`src/rtl/mem_stage_if.sv`:
```
// -----------------------------------------------------------------------------
// mem_stage_if
// Bundles every signal mem_stage exchanges with EX, the data SRAM response
// channel and WB. Clock and reset stay plain module ports.
//
// Signal summary:
//   es2ms_valid / ms_allowin             EX -> MEM handshake
//   es2ms_bus[148:0]                     {vaddr, pc, except_zip[84:0]}
//   es_rf_zip[38:0]                      {csr_re, rf_we, rf_waddr, alu_result}
//   es_ld_op[4:0]                        one-hot {ld_b, ld_bu, ld_h, ld_hu, ld_w}
//   es_mem_req                           EX's SRAM request was accepted
//   data_sram_data_ok / data_sram_rdata  SRAM response
//   ws_allowin / ms2ws_valid             MEM -> WB handshake
//   ms2ws_bus[149:0], ms_rf_zip[38:0]    payload toward WB
//   ms_ld_block                          RAW stall request toward ID
//   ms_ex                                exception in MEM, toward EX
//   wb_ex / ertn_flush                   pipeline flush from WB
//
// Modports:
//   master - the surrounding pipeline (EX, SRAM, WB, ID side)
//   slave  - the mem_stage block itself
// -----------------------------------------------------------------------------
interface mem_stage_if;
  logic         es2ms_valid;
  logic         ms_allowin;
  logic [148:0] es2ms_bus;
  logic [38:0]  es_rf_zip;
  logic [4:0]   es_ld_op;
  logic         es_mem_req;
  logic         data_sram_data_ok;
  logic [31:0]  data_sram_rdata;
  logic         ws_allowin;
  logic         ms2ws_valid;
  logic [149:0] ms2ws_bus;
  logic [38:0]  ms_rf_zip;
  logic         ms_ld_block;
  logic         ms_ex;
  logic         wb_ex;
  logic         ertn_flush;

  modport master (
    output es2ms_valid, es2ms_bus, es_rf_zip, es_ld_op, es_mem_req,
           data_sram_data_ok, data_sram_rdata, ws_allowin, wb_ex, ertn_flush,
    input  ms_allowin, ms2ws_valid, ms2ws_bus, ms_rf_zip, ms_ld_block, ms_ex
  );

  modport slave (
    input  es2ms_valid, es2ms_bus, es_rf_zip, es_ld_op, es_mem_req,
           data_sram_data_ok, data_sram_rdata, ws_allowin, wb_ex, ertn_flush,
    output ms_allowin, ms2ws_valid, ms2ws_bus, ms_rf_zip, ms_ld_block, ms_ex
  );
endinterface

```
`src/rtl/mem_stage.sv`:
```
// -----------------------------------------------------------------------------
// mem_stage
// Memory-access pipeline stage between EX and WB. Holds one instruction,
// waits for the data-SRAM response of loads issued by EX, extracts and
// sign/zero-extends load data, and hands the result to WB. Responses that
// belong to instructions killed by a WB flush are counted and discarded.
//
// Ports:
//   clk    - clock
//   reset  - synchronous, active-high
//   bus    - mem_stage_if.slave (EX/SRAM/WB/ID signals, see mem_stage_if.sv)
//
// Build option:
//   MS_LOAD_FWD_EN - when defined, ms_ld_block drops in the same cycle the
//                    load response arrives, so ID may take the load result
//                    straight off ms_rf_zip. When undefined, ms_ld_block is
//                    held for the whole MEM residency of a register-writing
//                    load and ID waits for the WB bypass.
// -----------------------------------------------------------------------------
module mem_stage (
  input  logic        clk,
  input  logic        reset,
  mem_stage_if.slave  bus
);

  // ---------------------------------------------------------------------------
  // State
  // ---------------------------------------------------------------------------
  logic         r_ms_valid;
  logic [148:0] r_bus;
  logic [38:0]  r_rf_zip;
  logic [4:0]   r_ld_op;
  logic         r_mem_req;
  logic         r_rdata_got;
  logic [31:0]  r_rdata_buf;
  logic [1:0]   r_drop_cnt;

  // ---------------------------------------------------------------------------
  // Payload field views
  // ---------------------------------------------------------------------------
  logic [31:0] w_vaddr;
  logic [6:0]  w_ex_flags;
  logic        w_csr_re;
  logic        w_rf_we;
  logic [4:0]  w_rf_waddr;
  logic [31:0] w_alu_result;

  assign w_vaddr      = r_bus[148:117];
  assign w_ex_flags   = r_bus[6:0];
  assign w_csr_re     = r_rf_zip[38];
  assign w_rf_we      = r_rf_zip[37];
  assign w_rf_waddr   = r_rf_zip[36:32];
  assign w_alu_result = r_rf_zip[31:0];

  // ---------------------------------------------------------------------------
  // Handshake
  // ---------------------------------------------------------------------------
  logic w_flush;
  logic w_resp_ok;
  logic w_ready_go;
  logic w_allowin;
  logic w_accept;
  logic w_leave;
  logic w_waiting;

  assign w_flush    = bus.wb_ex | bus.ertn_flush;
  // A response only belongs to us once every stale response is drained.
  assign w_resp_ok  = bus.data_sram_data_ok & (r_drop_cnt == 2'd0);
  assign w_ready_go = ~r_mem_req | r_rdata_got | w_resp_ok;
  assign w_allowin  = ~r_ms_valid | (w_ready_go & bus.ws_allowin);
  assign w_accept   = bus.es2ms_valid & w_allowin;
  assign w_leave    = r_ms_valid & w_ready_go & bus.ws_allowin;
  // Current instruction still owes us an SRAM response.
  assign w_waiting  = r_ms_valid & r_mem_req & ~r_rdata_got;

  // ---------------------------------------------------------------------------
  // ms_valid and payload
  // ---------------------------------------------------------------------------
  always_ff @(posedge clk) begin
    if (reset) begin
      r_ms_valid <= 1'b0;
    end else if (w_flush) begin
      // Flush beats a simultaneous EX handoff.
      r_ms_valid <= 1'b0;
    end else if (w_allowin) begin
      r_ms_valid <= bus.es2ms_valid;
    end
  end

  always_ff @(posedge clk) begin
    if (reset) begin
      r_bus     <= '0;
      r_rf_zip  <= '0;
      r_ld_op   <= '0;
      r_mem_req <= 1'b0;
    end else if (w_accept) begin
      r_bus     <= bus.es2ms_bus;
      r_rf_zip  <= bus.es_rf_zip;
      r_ld_op   <= bus.es_ld_op;
      r_mem_req <= bus.es_mem_req;
    end
  end

  // ---------------------------------------------------------------------------
  // Response buffer: holds data that arrived while WB was not accepting, so
  // the response is neither lost nor requested again.
  // ---------------------------------------------------------------------------
  always_ff @(posedge clk) begin
    if (reset) begin
      r_rdata_got <= 1'b0;
      r_rdata_buf <= '0;
    end else if (w_accept) begin
      r_rdata_got <= 1'b0;
    end else if (w_resp_ok & w_waiting & ~w_leave) begin
      r_rdata_got <= 1'b1;
      r_rdata_buf <= bus.data_sram_rdata;
    end
  end

  // ---------------------------------------------------------------------------
  // Drop counter. On a flush it collects every response still in flight for
  // killed instructions: the one MEM is waiting on (unless it arrives right
  // now, in which case that beat is consumed here) and the one EX already
  // had accepted. At most two can be outstanding; saturation is a guard.
  // ---------------------------------------------------------------------------
  logic       w_inc_ms;
  logic       w_inc_es;
  logic       w_dec;
  logic [2:0] w_drop_sum;
  logic [1:0] w_drop_flush;

  assign w_inc_ms = w_waiting & ~bus.data_sram_data_ok;
  assign w_inc_es = bus.es2ms_valid & bus.es_mem_req;
  assign w_dec    = bus.data_sram_data_ok & (r_drop_cnt != 2'd0);

  // w_dec implies r_drop_cnt >= 1, so the subtraction cannot wrap.
  assign w_drop_sum   = {1'b0, r_drop_cnt} + {2'b00, w_inc_ms}
                      + {2'b00, w_inc_es} - {2'b00, w_dec};
  assign w_drop_flush = (w_drop_sum > 3'd3) ? 2'd3 : w_drop_sum[1:0];

  always_ff @(posedge clk) begin
    if (reset) begin
      r_drop_cnt <= 2'd0;
    end else if (w_flush) begin
      r_drop_cnt <= w_drop_flush;
    end else if (w_dec) begin
      r_drop_cnt <= r_drop_cnt - 2'd1;
    end
  end

  // ---------------------------------------------------------------------------
  // Load data extraction
  // ---------------------------------------------------------------------------
  logic [31:0] w_raw_rdata;
  logic [7:0]  w_byte [4];
  logic [7:0]  w_byte_sel;
  logic [15:0] w_half_sel;
  logic [31:0] w_ld_data;
  logic [31:0] w_final_wdata;

  assign w_raw_rdata = r_rdata_got ? r_rdata_buf : bus.data_sram_rdata;

  generate
    for (genvar gi = 0; gi < 4; gi++) begin : g_byte_lane
      assign w_byte[gi] = w_raw_rdata[8*gi +: 8];
    end
  endgenerate

  assign w_byte_sel = w_byte[w_vaddr[1:0]];
  assign w_half_sel = w_vaddr[1] ? w_raw_rdata[31:16] : w_raw_rdata[15:0];

  // ld_op is one-hot {ld_b, ld_bu, ld_h, ld_hu, ld_w}.
  always_comb begin
    w_ld_data = w_raw_rdata;
    if (r_ld_op[4]) begin
      w_ld_data = {{24{w_byte_sel[7]}}, w_byte_sel};
    end else if (r_ld_op[3]) begin
      w_ld_data = {24'd0, w_byte_sel};
    end else if (r_ld_op[2]) begin
      w_ld_data = {{16{w_half_sel[15]}}, w_half_sel};
    end else if (r_ld_op[1]) begin
      w_ld_data = {16'd0, w_half_sel};
    end
  end

  assign w_final_wdata = (|r_ld_op) ? w_ld_data : w_alu_result;

  // ---------------------------------------------------------------------------
  // Outputs
  // ---------------------------------------------------------------------------
  logic w_is_rf_load;

  assign w_is_rf_load = r_ms_valid & (|r_ld_op) & w_rf_we;

  assign bus.ms_allowin  = w_allowin;
  assign bus.ms2ws_valid = r_ms_valid & w_ready_go;
  assign bus.ms2ws_bus   = {1'b0, r_bus};
  assign bus.ms_rf_zip   = {w_csr_re, w_rf_we & r_ms_valid, w_rf_waddr, w_final_wdata};
  assign bus.ms_ex       = r_ms_valid & (|w_ex_flags);

`ifdef MS_LOAD_FWD_EN
  // Load data is usable by ID as soon as it reaches MEM.
  assign bus.ms_ld_block = w_is_rf_load & ~(r_rdata_got | w_resp_ok);
`else
  // ID waits until the load has moved on to WB.
  assign bus.ms_ld_block = w_is_rf_load;
`endif

endmodule

```
`src/flat_wrapper.sv`:
```
// flat-port wrapper written by rule: the top's interface ports become plain ports
module mem_stage_flat 
  (clk, reset, bus_es2ms_valid, bus_es2ms_bus, bus_es_rf_zip, bus_es_ld_op, bus_es_mem_req, bus_data_sram_data_ok, bus_data_sram_rdata, bus_ws_allowin, bus_wb_ex, bus_ertn_flush, bus_ms_allowin, bus_ms2ws_valid, bus_ms2ws_bus, bus_ms_rf_zip, bus_ms_ld_block, bus_ms_ex);
  mem_stage_if bus_i ();
  input  logic clk;
  input  logic reset;
  input wire logic [$bits(bus_i.es2ms_valid)-1:0] bus_es2ms_valid;
  input wire logic [$bits(bus_i.es2ms_bus)-1:0] bus_es2ms_bus;
  input wire logic [$bits(bus_i.es_rf_zip)-1:0] bus_es_rf_zip;
  input wire logic [$bits(bus_i.es_ld_op)-1:0] bus_es_ld_op;
  input wire logic [$bits(bus_i.es_mem_req)-1:0] bus_es_mem_req;
  input wire logic [$bits(bus_i.data_sram_data_ok)-1:0] bus_data_sram_data_ok;
  input wire logic [$bits(bus_i.data_sram_rdata)-1:0] bus_data_sram_rdata;
  input wire logic [$bits(bus_i.ws_allowin)-1:0] bus_ws_allowin;
  input wire logic [$bits(bus_i.wb_ex)-1:0] bus_wb_ex;
  input wire logic [$bits(bus_i.ertn_flush)-1:0] bus_ertn_flush;
  output wire logic [$bits(bus_i.ms_allowin)-1:0] bus_ms_allowin;
  output wire logic [$bits(bus_i.ms2ws_valid)-1:0] bus_ms2ws_valid;
  output wire logic [$bits(bus_i.ms2ws_bus)-1:0] bus_ms2ws_bus;
  output wire logic [$bits(bus_i.ms_rf_zip)-1:0] bus_ms_rf_zip;
  output wire logic [$bits(bus_i.ms_ld_block)-1:0] bus_ms_ld_block;
  output wire logic [$bits(bus_i.ms_ex)-1:0] bus_ms_ex;
  assign bus_i.es2ms_valid = bus_es2ms_valid;
  assign bus_i.es2ms_bus = bus_es2ms_bus;
  assign bus_i.es_rf_zip = bus_es_rf_zip;
  assign bus_i.es_ld_op = bus_es_ld_op;
  assign bus_i.es_mem_req = bus_es_mem_req;
  assign bus_i.data_sram_data_ok = bus_data_sram_data_ok;
  assign bus_i.data_sram_rdata = bus_data_sram_rdata;
  assign bus_i.ws_allowin = bus_ws_allowin;
  assign bus_i.wb_ex = bus_wb_ex;
  assign bus_i.ertn_flush = bus_ertn_flush;
  assign bus_ms_allowin = bus_i.ms_allowin;
  assign bus_ms2ws_valid = bus_i.ms2ws_valid;
  assign bus_ms2ws_bus = bus_i.ms2ws_bus;
  assign bus_ms_rf_zip = bus_i.ms_rf_zip;
  assign bus_ms_ld_block = bus_i.ms_ld_block;
  assign bus_ms_ex = bus_i.ms_ex;
  mem_stage u_core (.clk(clk), .reset(reset), .bus(bus_i));
endmodule
```
`config.mk`:
```
export PLATFORM = sky130hd
export DESIGN_NAME = mem_stage_flat
export DESIGN_NICKNAME = d
export VERILOG_FILES = /design/src/rtl/mem_stage_if.sv /design/src/rtl/mem_stage.sv /design/src/flat_wrapper.sv
export SDC_FILE = /design/constraint.sdc
export NUM_CORES = 1
export LEC_CHECK = 0
export ABC_AREA = 1
export CORE_AREA = 2 2 165 167
export DETAILED_ROUTE_END_ITERATION = 12
export DIE_AREA = 0 0 167 169
export PLACE_DENSITY = 0.73
export SLEW_MARGIN = 20
export SYNTH_ARGS = -nofsm -noshare
export SYNTH_HDL_FRONTEND = slang
export SYNTH_SLANG_ARGS = --single-unit
```
`constraint.sdc`:
```
create_clock -name clk -period 4.92 [get_ports clk]
set_input_delay 0.984 -clock clk [delete_from_list [all_inputs] [get_ports clk]]
set_output_delay 0.984 -clock clk [all_outputs]
set_load 0.01 [all_outputs]
```
==> impl_metrics.env, run 1 <==
export IMPL_synthMuxAreaShare=0
export IMPL_height_of_the_die_um=169
export IMPL_max_slew_worst_pin_slew_ns=1.04
export IMPL_clockBufferDepth=3
export IMPL_clkSinkCount=230
export IMPL_post_synth_and_or_nand_nor_area_fraction=0.272
export IMPL_drt_met1_wl_mm=13.8
export IMPL_dieWidth_um=167
export IMPL_timing_critical_path_cells="nor2_4, nand2_2, inv_2, nand2_2, buf_4, nand2_1, nor2_1, a21oi_1, clkdlybuf4s50_1"
export IMPL_max_stage_delay_ns=0.55
export IMPL_synth_seq_cells=230
export IMPL_first_pass_grt_wire_length_mm=54.9
export IMPL_highest_layer="met5"
export IMPL_total_leakage_power_nw=6.11
export IMPL_area_delta_synth_final_pct=50.9
export IMPL_grt_start_max_net_pins=116
export IMPL_timing_worst_setup_path_type="reg -> out"
export IMPL_yosysTopAreaCellShare=0.468
export IMPL_cp_buffers_inverters=3
export IMPL_finalWorstPathRequiredPeriod_ns=4.34
export IMPL_ys_seq_area_frac=0.468
export IMPL_gate_count_of_the_mapped_netlist=1396
export IMPL_critPathMostFrequentCell="sky130_fd_sc_hd__nand2_2"
export IMPL_endpoint_kind="primary output"
export IMPL_post_cts_setup_buffer_count=0
export IMPL_drt_antenna_violating_nets=0
export IMPL_drt_first_iter_violations=672
export IMPL_grt_setup_unrepaired="no"
export IMPL_synth_top_cells_by_area="sky130_fd_sc_hd__dfxtp_1, sky130_fd_sc_hd__nor2_1, sky130_fd_sc_hd__o21ai_0, sky130_fd_sc_hd__nand2_1, sky130_fd_sc_hd__a21oi_1"
export IMPL_grt_antenna_before_repair=4
export IMPL_first_global_vias=10000
export IMPL_max_capacitance_violation_total=0
export IMPL_cts_htree_levels=1
export IMPL_finalClockSkew_ns=0.00991
export IMPL_rows=60
export IMPL_detail_route_wirelength_mm=35.9
export IMPL_first_pass_iters=5
export IMPL_synth_compound_gate_area_share=0.167
export IMPL_detailroute_wirelength_met2_mm=16.7
export IMPL_global_route_overflow_total=0
export IMPL_layout_commonest_cell="sky130_fd_sc_hd__nor2_1"
export IMPL_place_port_buffers=424
export IMPL_tritoncts_clock_tree="done"
export IMPL_status="finished, final reports clean"
export IMPL_routedWlPerCell_um=16.9
export IMPL_clock_tree_root_cell="sky130_fd_sc_hd__clkbuf_16"
export IMPL_core_area_mm2=0.0265
export IMPL_die_outline_area_mm2=0.0282
export IMPL_cts_buffers_inserted=26
export IMPL_synth_xor_xnor_area_share=0.000890
export IMPL_syn_avg_cell_area_um2=7.05
export IMPL_floorplan_initialDensity=0.371
export IMPL_design_final_nets=1991
export IMPL_synth_top_family_by_area="simple AND/OR/NAND/NOR gates"
export IMPL_synth_fp_nets=1632
export IMPL_synth_area_mm2=0.00984
export IMPL_insertion_delay_ns=0.53
export IMPL_final_min_period_over_clock_period=0.883
export IMPL_routed_via_count=10300
export IMPL_power_density_mw_per_mm2=345
export IMPL_synthDominantAreaCellType="sky130_fd_sc_hd__dfxtp_1"
export IMPL_cp_start_kind="flop"
export IMPL_timing_critical_path_max_delay_family="simple AND/OR/NAND/NOR gates"
export IMPL_cp_startpoint="u_core.r_ld_op[4]"
export IMPL_cts_resized_gates=0
export IMPL_crit_path_max_fanout=27
export IMPL_setup_tns_final_ns=0
export IMPL_finalSetupViolations=0
export IMPL_drc_errors=0
export IMPL_share_of_final_layout_standard_cells_stronger_than_drive_strength_1=0.0411
export IMPL_gr_usage_all_layers=0.244
export IMPL_worst_endpoint_required_ns=3.94
export IMPL_post_dp_hpwl_mm=25.7
export IMPL_routabilityCongestion=0.953
export IMPL_most_common_layout_cells="sky130_fd_sc_hd__nor2_1, sky130_fd_sc_hd__clkdlybuf4s50_1, sky130_fd_sc_hd__dfxtp_1"
export IMPL_cts_hold_buffers=0
export IMPL_worst_case_headroom_to_the_max_slew_limit=0.302
export IMPL_post_route_util=0.560
export IMPL_fmax_ghz=0.230
export IMPL_hold_class="reg -> reg"
export IMPL_regToRegStartpoint="u_core.r_rdata_got"
export IMPL_number_of_placed_i_o_pins=426
export IMPL_peakVddDrop_mv=0.239
export IMPL_maxSlewViolCount=0
export IMPL_hold_viol=0
export IMPL_met3WireLength_mm=3.44
export IMPL_yosys_warnings=0
export IMPL_vias_per_cell=4.88
export IMPL_path_clk_slew_ns=0.06
export IMPL_hold_sp="u_core.r_rdata_buf[28]"
export IMPL_synth_lib_cells_used_distinct=30
export IMPL_share_of_synthesized_cell_area_in_full_adder_half_adder_and_majority_cells=0.00534
export IMPL_critical_path_arrival_ns=3.36
export IMPL_worst_path_max_delay_cell="sky130_fd_sc_hd__clkdlybuf4s50_1"
## stage by stage
| step | hold WS, ns | power [mW] | cells | area (um^2) | setup slack [ns] |
|---|---|---|---|---|---|
| after CTS | 0.452 | 5.17 | 2116 | 14800 | 0.622 |
| final | 0.451 | 5.12 | 2119 | 14900 | 0.576 |
| after floorplan | 0.429 | 2.63 | 1396 | 9840 | 2.12 |
| after global routing | 0.474 | 5.36 | 2117 | 14800 | 0.448 |
| after detailed placement | 0.443 | 3.23 | 2068 | 14000 | 0.862 |
| after global placement | 0.437 | 3.22 | 2068 | 14000 | 0.908 |
## flip-flops by register name (all words and copies together), names as in the netlist
signal and flops:
u_core.r_bus 149, u_core.r_rf_zip 39, u_core.r_rdata_buf 32, u_core.r_ld_op 5, u_core.r_drop_cnt 2, u_core.r_mem_req 1, u_core.r_ms_valid 1, u_core.r_rdata_got 1
## per-layer routing
| metal | GRT usage | up-vias |
|---|---|---|
| met4 | 0.126 | 2 |
| met3 | 0.0860 | 113 |
| li1 | - | 5194 |
| met5 | 0 | - |
| met2 | 0.407 | 424 |
| met1 | 0.276 | 4613 |
## report_power, final
part	switching, mW	total (mW)	internal [mW]
Clock	0.795	1.93	1.13
Combinational	0.554	1.13	0.579
Sequential	0.0734	2.06	1.99
Total	1.42	5.12	3.70
## cells by family (layout without fill, tap and decap cells)
group / after synthesis / in the layout
adder cells (fa/ha/maj): 3 / 3
buffers and inverters: 160 / 539
flip-flops: 230 / 230
AND/OR/NAND/NOR: 679 / 679
other: 1 / 4
AO/OA/AOI/OAI: 322 / 322
XOR/XNOR: 1 / 1
## Yosys cell counts (all sizes together)
library cell	count
a21oi	58
fa	2
xor2	1
conb	1
nand3	54
buf	67
nor2	458
nor3	2
inv	56
nor4	1
o211ai	8
ha	1
a31oi	6
o21ai	250
dfxtp	230
or2	1
clkbuf	37
nand2	163
## cell type report
cell class | count | area (um^2)
multi-input combinational | 1006 | 4390
inverter | 56 | 220
timing repair buffer | 435 | 4350
clock buffer | 36 | 759
antenna | 3 | 7.51
clock inverter | 12 | 93.8
fill | 2498 | 11600
tap | 341 | 427
sequential | 230 | 4610
## final timing paths
path                                               end  slack, ns  cells after the start
worst max register to register       u_core.r_bus[145]       1.84                      9
worst min register to register  u_core.r_rdata_buf[28]       0.45                      2
worst min-delay path            u_core.r_rdata_buf[28]       0.45                      2
worst max-delay path                 bus_ms_rf_zip[21]       0.58                      9
## worst reg2reg max path, delay by kind of cell (launching register included)
kind                   cells  cell delay (ns)
AND/OR/NAND/NOR            6             0.86
flip-flops                 1             0.85
buffers and inverters      3             1.31
Power figures use the tool's default switching activity.
==> inputs of run 2 (changes only) <==
--- a/config.mk
+++ b/config.mk
@@ -6,10 +6,10 @@
 export NUM_CORES = 1
 export LEC_CHECK = 0
 export ABC_AREA = 1
-export CORE_AREA = 2 2 165 167
+export CORE_ASPECT_RATIO = 0.5
+export CORE_UTILIZATION = 45
 export DETAILED_ROUTE_END_ITERATION = 12
-export DIE_AREA = 0 0 167 169
-export PLACE_DENSITY = 0.73
+export PLACE_DENSITY = 0.86
 export SLEW_MARGIN = 20
 export SYNTH_ARGS = -nofsm -noshare
 export SYNTH_HDL_FRONTEND = slang
==> run 2 against run 1 <==
Compared with the run above:
- register-to-register slack improved by 0.11 ns
- worst hold slack improved by 0.0024 ns
- clock skew increased by 0.0039 ns
- critical path type unchanged
- cell count decreased by 2.8%
- core utilization increased by 14 points
- clock power decreased by 9.8%
- wire length decreased by 7.0%
- critical path depth increased by 1
==> impl_metrics.env, run 2 (synthesis gave the netlist of run 1 again) <==
export IMPL_clkSinkCount=230
export IMPL_grt_antenna_before_repair=2
export IMPL_core_area_mm2=0.0210
export IMPL_cellInternalPower_mw=3.58
export IMPL_p_seq_frac=0.418
export IMPL_combinationalPowerShare=0.229
export IMPL_grt_start_max_net_pins=136
export IMPL_share_clk_of_total_power=0.353
export IMPL_area_delta_synth_final_pct=49.2
export IMPL_setup_tns_final_ns=0
export IMPL_place_port_buffers=424
export IMPL_peakVddDrop_mv=0.231
export IMPL_insertion_delay_ns=0.51
export IMPL_layout_commonest_cell="sky130_fd_sc_hd__nor2_1"
export IMPL_cts_hold_buffers=0
export IMPL_max_flop_register="u_core.r_bus"
export IMPL_worst_endpoint_required_ns=3.94
export IMPL_finalSetupViolations=0
export IMPL_totalPowerFinal_mw=4.93
export IMPL_finalClockSkew_ns=0.0138
export IMPL_drc_errors=0
export IMPL_final_min_period_over_clock_period=0.850
export IMPL_max_stage_delay_ns=0.50
export IMPL_max_slew_worst_pin_slew_ns=0.986
export IMPL_cp_start_kind="flop"
export IMPL_vias_per_cell=5.05
export IMPL_first_pass_iters=6
export IMPL_routedWlPerCell_um=16.2
export IMPL_critical_path_arrival_ns=3.20
export IMPL_post_dp_hpwl_mm=23.9
export IMPL_number_of_placed_i_o_pins=426
export IMPL_cts_buffers_inserted=21
export IMPL_gr_usage_all_layers=0.288
export IMPL_fmax_ghz=0.239
export IMPL_net_switching_share_of_the_total_power=0.273
export IMPL_clock_tree_root_cell="sky130_fd_sc_hd__clkbuf_16"
export IMPL_power_density_mw_per_mm2=336
export IMPL_grt_setup_unrepaired="no"
export IMPL_tritoncts_clock_tree="done"
export IMPL_timing_critical_path_cells="nor2_4, buf_4, nand2_2, inv_2, nand2_2, buf_4, nand2_1, nor2_1, a21oi_1, clkdlybuf4s50_1"
export IMPL_hold_class="reg -> reg"
export IMPL_max_capacitance_violation_total=0
export IMPL_worst_hold_slack_ns=0.454
export IMPL_clockBufferDepth=3
export IMPL_drt_antenna_violating_nets=0
export IMPL_first_global_vias=9671
export IMPL_endpoint_kind="primary output"
export IMPL_cts_resized_gates=0
export IMPL_dieWidth_um=211
export IMPL_total_leakage_power_nw=6.05
export IMPL_cp_buffers_inverters=4
export IMPL_status="finished, final reports clean"
export IMPL_most_common_layout_cells="sky130_fd_sc_hd__nor2_1, sky130_fd_sc_hd__clkdlybuf4s50_1, sky130_fd_sc_hd__dfxtp_1"
export IMPL_largest_register_ff_count=149
export IMPL_drt_first_iter_violations=849
export IMPL_routabilityCongestion=0.980
export IMPL_share_of_final_layout_standard_cells_stronger_than_drive_strength_1=0.0379
export IMPL_floorplan_initialDensity=0.469
export IMPL_first_pass_grt_wire_length_mm=51.5
export IMPL_routed_via_count=10400
export IMPL_detail_route_wirelength_mm=33.4
export IMPL_die_outline_area_mm2=0.0225
export IMPL_post_cts_setup_buffer_count=0
export IMPL_cts_htree_levels=1
export IMPL_crit_path_max_fanout=26
export IMPL_worst_case_headroom_to_the_max_slew_limit=0.340
export IMPL_design_final_nets=1987
export IMPL_path_clk_slew_ns=0.07
export IMPL_global_route_overflow_total=0
export IMPL_rows=37
export IMPL_layout_top_registers="u_core.r_bus (149), u_core.r_rf_zip (39), u_core.r_rdata_buf (32)"
export IMPL_power_switching_mw=1.35
export IMPL_timing_worst_setup_path_type="reg -> out"
export IMPL_height_of_the_die_um=107
export IMPL_timing_critical_path_max_delay_family="buffers and inverters"
export IMPL_ff2ff_setup_slack_ns=1.95
export IMPL_worst_path_max_delay_cell="sky130_fd_sc_hd__clkdlybuf4s50_1"
export IMPL_finalWorstPathRequiredPeriod_ns=4.18
export IMPL_maxSlewViolCount=0
export IMPL_hold_viol=0
## run 2: stage by stage
| step | area (um^2) | cells | utilization | worst slack (ns) |
|---|---|---|---|---|
| after floorplan | 9840 | 1396 | - | 2.12 |
| after global placement | 13900 | 2020 | 0.665 | 1.03 |
| after detailed placement | 13900 | 2020 | 0.665 | 0.981 |
| after CTS | 14700 | 2058 | 0.700 | 0.799 |
| after global routing | 14700 | 2060 | 0.700 | 0.608 |
| final | 14700 | 2060 | 0.700 | 0.739 |
## run 2: routing by layer
layer / vias up / share of wire / GRT usage
li1: 5173 / - / -
met1: 4696 / 0.39 / 0.339
met4: 0 / 0.043 / 0.124
met5: - / 0 / 0
met3: 96 / 0.086 / 0.0800
met2: 436 / 0.48 / 0.496
## run 2: worst min-delay path, cell delays in order, from the launching register on
cell,delay [ns]
sky130_fd_sc_hd__dfxtp_1,0.30
sky130_fd_sc_hd__inv_1,0.06
sky130_fd_sc_hd__a21oi_1,0.05
## run 2: area by class of cell
cell class,count,area (um^2)
Fill cell,1700,6290
Sequential cell,230,4610
Multi-Input combinational cell,1006,4380
Timing Repair Buffer,436,4370
Clock buffer,31,643
Tap cell,292,365
Inverter,56,220
Clock inverter,7,91.3
Antenna cell,2,5.00
## run 2: final timing paths
check                         startpoint  cells after the start                     end
setup reg to reg      u_core.r_rdata_got                      9        u_core.r_bus[98]
hold reg to reg   u_core.r_rdata_buf[11]                      2  u_core.r_rdata_buf[11]
hold / removal    u_core.r_rdata_buf[11]                      2  u_core.r_rdata_buf[11]
setup / recovery       u_core.r_ld_op[4]                     10       bus_ms_rf_zip[21]
## run 2: power groups by stage
stage	clock, mW	combinational, mW	sequential, mW
after floorplan	0	0.491	2.14
after global placement	0	1.10	2.10
after detailed placement	0	1.12	2.10
after CTS	1.77	1.12	2.06
after global routing	1.86	1.22	2.08
final	1.74	1.13	2.06
==> inputs of run 3 (changes only) <==
--- a/config.mk
+++ b/config.mk
@@ -7,9 +7,9 @@
 export LEC_CHECK = 0
 export ABC_AREA = 1
 export CORE_ASPECT_RATIO = 0.5
-export CORE_UTILIZATION = 45
+export CORE_UTILIZATION = 39
 export DETAILED_ROUTE_END_ITERATION = 12
-export PLACE_DENSITY = 0.86
+export PLACE_DENSITY = 0.79
 export SLEW_MARGIN = 20
 export SYNTH_ARGS = -nofsm -noshare
 export SYNTH_HDL_FRONTEND = slang
==> constraint.sdc (replaced) <==
create_clock -name clk -period 3.8 [get_ports clk]
set_input_delay 0.76 -clock clk [delete_from_list [all_inputs] [get_ports clk]]
set_output_delay 0.76 -clock clk [all_outputs]
set_load 0.01 [all_outputs]
==> run 3 against run 2 <==
Compared with the run above:
- first-iteration DRC count is 27% higher
- clock skew is 0.0014 ns higher
- clock power is 30% higher
- global-route usage is 3.6 points lower
==> impl_metrics.env, run 3 (synthesis gave the netlist of run 1 again) <==
export IMPL_cts_hold_buffers=0
export IMPL_peakVddDrop_mv=0.273
export IMPL_endpoint_kind="primary output"
export IMPL_post_layout_nonfiller_instances=2118
export IMPL_cts_buffers_inserted=22
export IMPL_tritoncts_clock_tree="done"
export IMPL_seqCellArea_mm2=0.00461
export IMPL_max_capacitance_violation_total=0
export IMPL_clockBufferDepth=3
export IMPL_status="finished, final reports clean"
export IMPL_cp_start_kind="flop"
export IMPL_layout_commonest_cell="sky130_fd_sc_hd__nor2_1"
export IMPL_worst_hold_slack_ns=0.457
export IMPL_floorplan_initialDensity=0.404
export IMPL_clkSinkCount=230
export IMPL_cts_htree_levels=1
export IMPL_cellInternalPower_mw=4.61
export IMPL_place_inst=2077
export IMPL_maxSlewViolCount=0
export IMPL_hold_sp="u_core.r_rdata_buf[24]"
export IMPL_first_global_vias=9399
export IMPL_power_density_mw_per_mm2=431
export IMPL_ff2ff_setup_slack_ns=1.51
export IMPL_gr_usage_met3=0.0557
export IMPL_most_common_layout_cells="sky130_fd_sc_hd__nor2_1, sky130_fd_sc_hd__clkdlybuf4s50_1, sky130_fd_sc_hd__dfxtp_1"
export IMPL_hold_viol=0
export IMPL_critical_path_arrival_ns=2.80
export IMPL_multi_input_logic_area_mm2=0.00439
export IMPL_max_flop_register="u_core.r_bus"
export IMPL_nFillCells=2201
export IMPL_max_slew_worst_pin_slew_ns=0.683
export IMPL_timing_worst_setup_path_type="reg -> out"
export IMPL_post_dp_hpwl_mm=24.7
export IMPL_critPathMostFrequentCell="sky130_fd_sc_hd__nor2_1"
export IMPL_combinationalPowerShare=0.231
export IMPL_setup_tns_final_ns=0
export IMPL_grt_start_max_net_pins=102
export IMPL_first_pass_iters=5
export IMPL_worst_reg2reg_path_endpoint="u_core.r_rf_zip[33]"
export IMPL_clock_tree_root_cell="sky130_fd_sc_hd__clkbuf_16"
export IMPL_worst_endpoint_required_ns=3.04
export IMPL_core_area_mm2=0.0244
export IMPL_hold_path_depth=2
export IMPL_drt_first_iter_violations=1076
export IMPL_max_stage_delay_ns=0.56
export IMPL_design_final_nets=2001
export IMPL_die_outline_area_mm2=0.0259
export IMPL_largest_register_ff_count=149
export IMPL_share_of_final_layout_standard_cells_stronger_than_drive_strength_1=0.0455
export IMPL_power_switching_mw=1.80
export IMPL_path_clk_slew_ns=0.07
export IMPL_vias_per_cell=4.84
export IMPL_totalPowerFinal_mw=6.41
export IMPL_net_switching_share_of_the_total_power=0.281
export IMPL_post_cts_setup_buffer_count=0
export IMPL_hold_class="reg -> reg"
export IMPL_regToRegStartpoint="u_core.r_rdata_got"
export IMPL_rr_worst_depth=9
export IMPL_dieWidth_um=227
export IMPL_grt_busiest_layer="met2"
export IMPL_finalWorstPathRequiredPeriod_ns=3.56
export IMPL_place_port_buffers=424
export IMPL_insertion_delay_ns=0.52
export IMPL_fmax_ghz=0.281
export IMPL_p_seq_frac=0.417
export IMPL_met1_usage=0.315
export IMPL_first_pass_grt_wire_length_mm=51.6
export IMPL_finalClockSkew_ns=0.0153
export IMPL_height_of_the_die_um=114
export IMPL_drt_antenna_violating_nets=0
export IMPL_worst_case_headroom_to_the_max_slew_limit=0.544
export IMPL_detail_route_wirelength_mm=33.9
export IMPL_finalSetupViolations=0
export IMPL_global_route_overflow_total=0
export IMPL_total_leakage_power_nw=6.13
export IMPL_routedWlPerCell_um=16.0
export IMPL_final_min_period_over_clock_period=0.938
export IMPL_met2_usage=0.432
export IMPL_rows=40
export IMPL_grt_antenna_before_repair=1
export IMPL_grt_setup_unrepaired="no"
export IMPL_share_clk_of_total_power=0.352
export IMPL_gr_usage_all_layers=0.253
export IMPL_routed_via_count=10200
export IMPL_drc_errors=0
export IMPL_post_route_util=0.610
export IMPL_hold_path_end="u_core.r_rdata_buf[24]"
export IMPL_layout_top_registers="u_core.r_bus (149), u_core.r_rf_zip (39), u_core.r_rdata_buf (32)"
export IMPL_worst_path_max_delay_cell="sky130_fd_sc_hd__clkdlybuf4s50_1"
export IMPL_crit_path_max_fanout=29
export IMPL_number_of_placed_i_o_pins=426
export IMPL_routabilityCongestion=0.957
export IMPL_area_delta_synth_final_pct=51.2
export IMPL_timing_critical_path_cells="nor2_1, nand2_2, inv_2, nand2_4, buf_12, nand2_1, nor2_1, a21oi_1, clkdlybuf4s50_1"
[run 3: metrics by stage]
| step | instance area [um^2] | setup WS [ns] |
|---|---|---|
| finish | 14900 | 0.237 |
| global route | 14900 | 0.0592 |
| floorplan | 9840 | 1.44 |
| CTS | 14900 | 0.155 |
| global placement | 14100 | 0.346 |
| detailed placement | 14100 | 0.313 |
[run 3: worst max-delay path: cells and delay by family (launching register included)]
family	cells	cell delay, ns
AND/OR/NAND/NOR	5	0.78
AO/OA/AOI/OAI	1	0.14
buffers and inverters	3	0.99
flip-flops	1	0.36
[run 3: worst max path at each step]
stage | startpoint | endpoint | slack, ns
after floorplan | bus_data_sram_rdata[31] | bus_ms_rf_zip[22] | 1.44
after global placement | bus_data_sram_rdata[23] | bus_ms_rf_zip[21] | 0.35
after detailed placement | bus_data_sram_rdata[31] | bus_ms_rf_zip[11] | 0.31
after CTS | u_core.r_ld_op[2] | bus_ms_rf_zip[7] | 0.15
after global routing | u_core.r_ld_op[1] | bus_ms_rf_zip[21] | 0.06
final | u_core.r_ld_op[2] | bus_ms_rf_zip[21] | 0.24
[run 3: final cells by class]
type,instances,share of cell area
Inverter,56,0.0151
Multi-Input combinational cell,1006,0.295
Sequential cell,230,0.310
Antenna cell,1,0.000168
Clock buffer,31,0.0434
Timing Repair Buffer,449,0.303
Clock inverter,9,0.00563
Tap cell,336,0.0283
[run 3: power by group through the flow]
stage / Sequential, mW / Clock (mW) / Combinational (mW)
6_report: 2.67 / 2.26 / 1.48
5_1_grt: 2.69 / 2.40 / 1.61
4_1_cts: 2.67 / 2.31 / 1.48
3_5_place_dp: 2.72 / 0 / 1.47
3_3_place_gp: 2.72 / 0 / 1.45
2_1_floorplan: 2.77 / 0 / 0.636
[run 3: timing repair]
action                     4_1_cts  5_1_grt
gates resized for setup          0        3
hold endpoints to repair         0        0
setup endpoints to repair        0       17
[run 3: layer usage]
layer / routed length (um) / vias up
li1: - / 5203
met1: 14000 / 4591
met2: 16500 / 357
met3: 2290 / 98
met4: 1180 / 0
met5: 0 / -
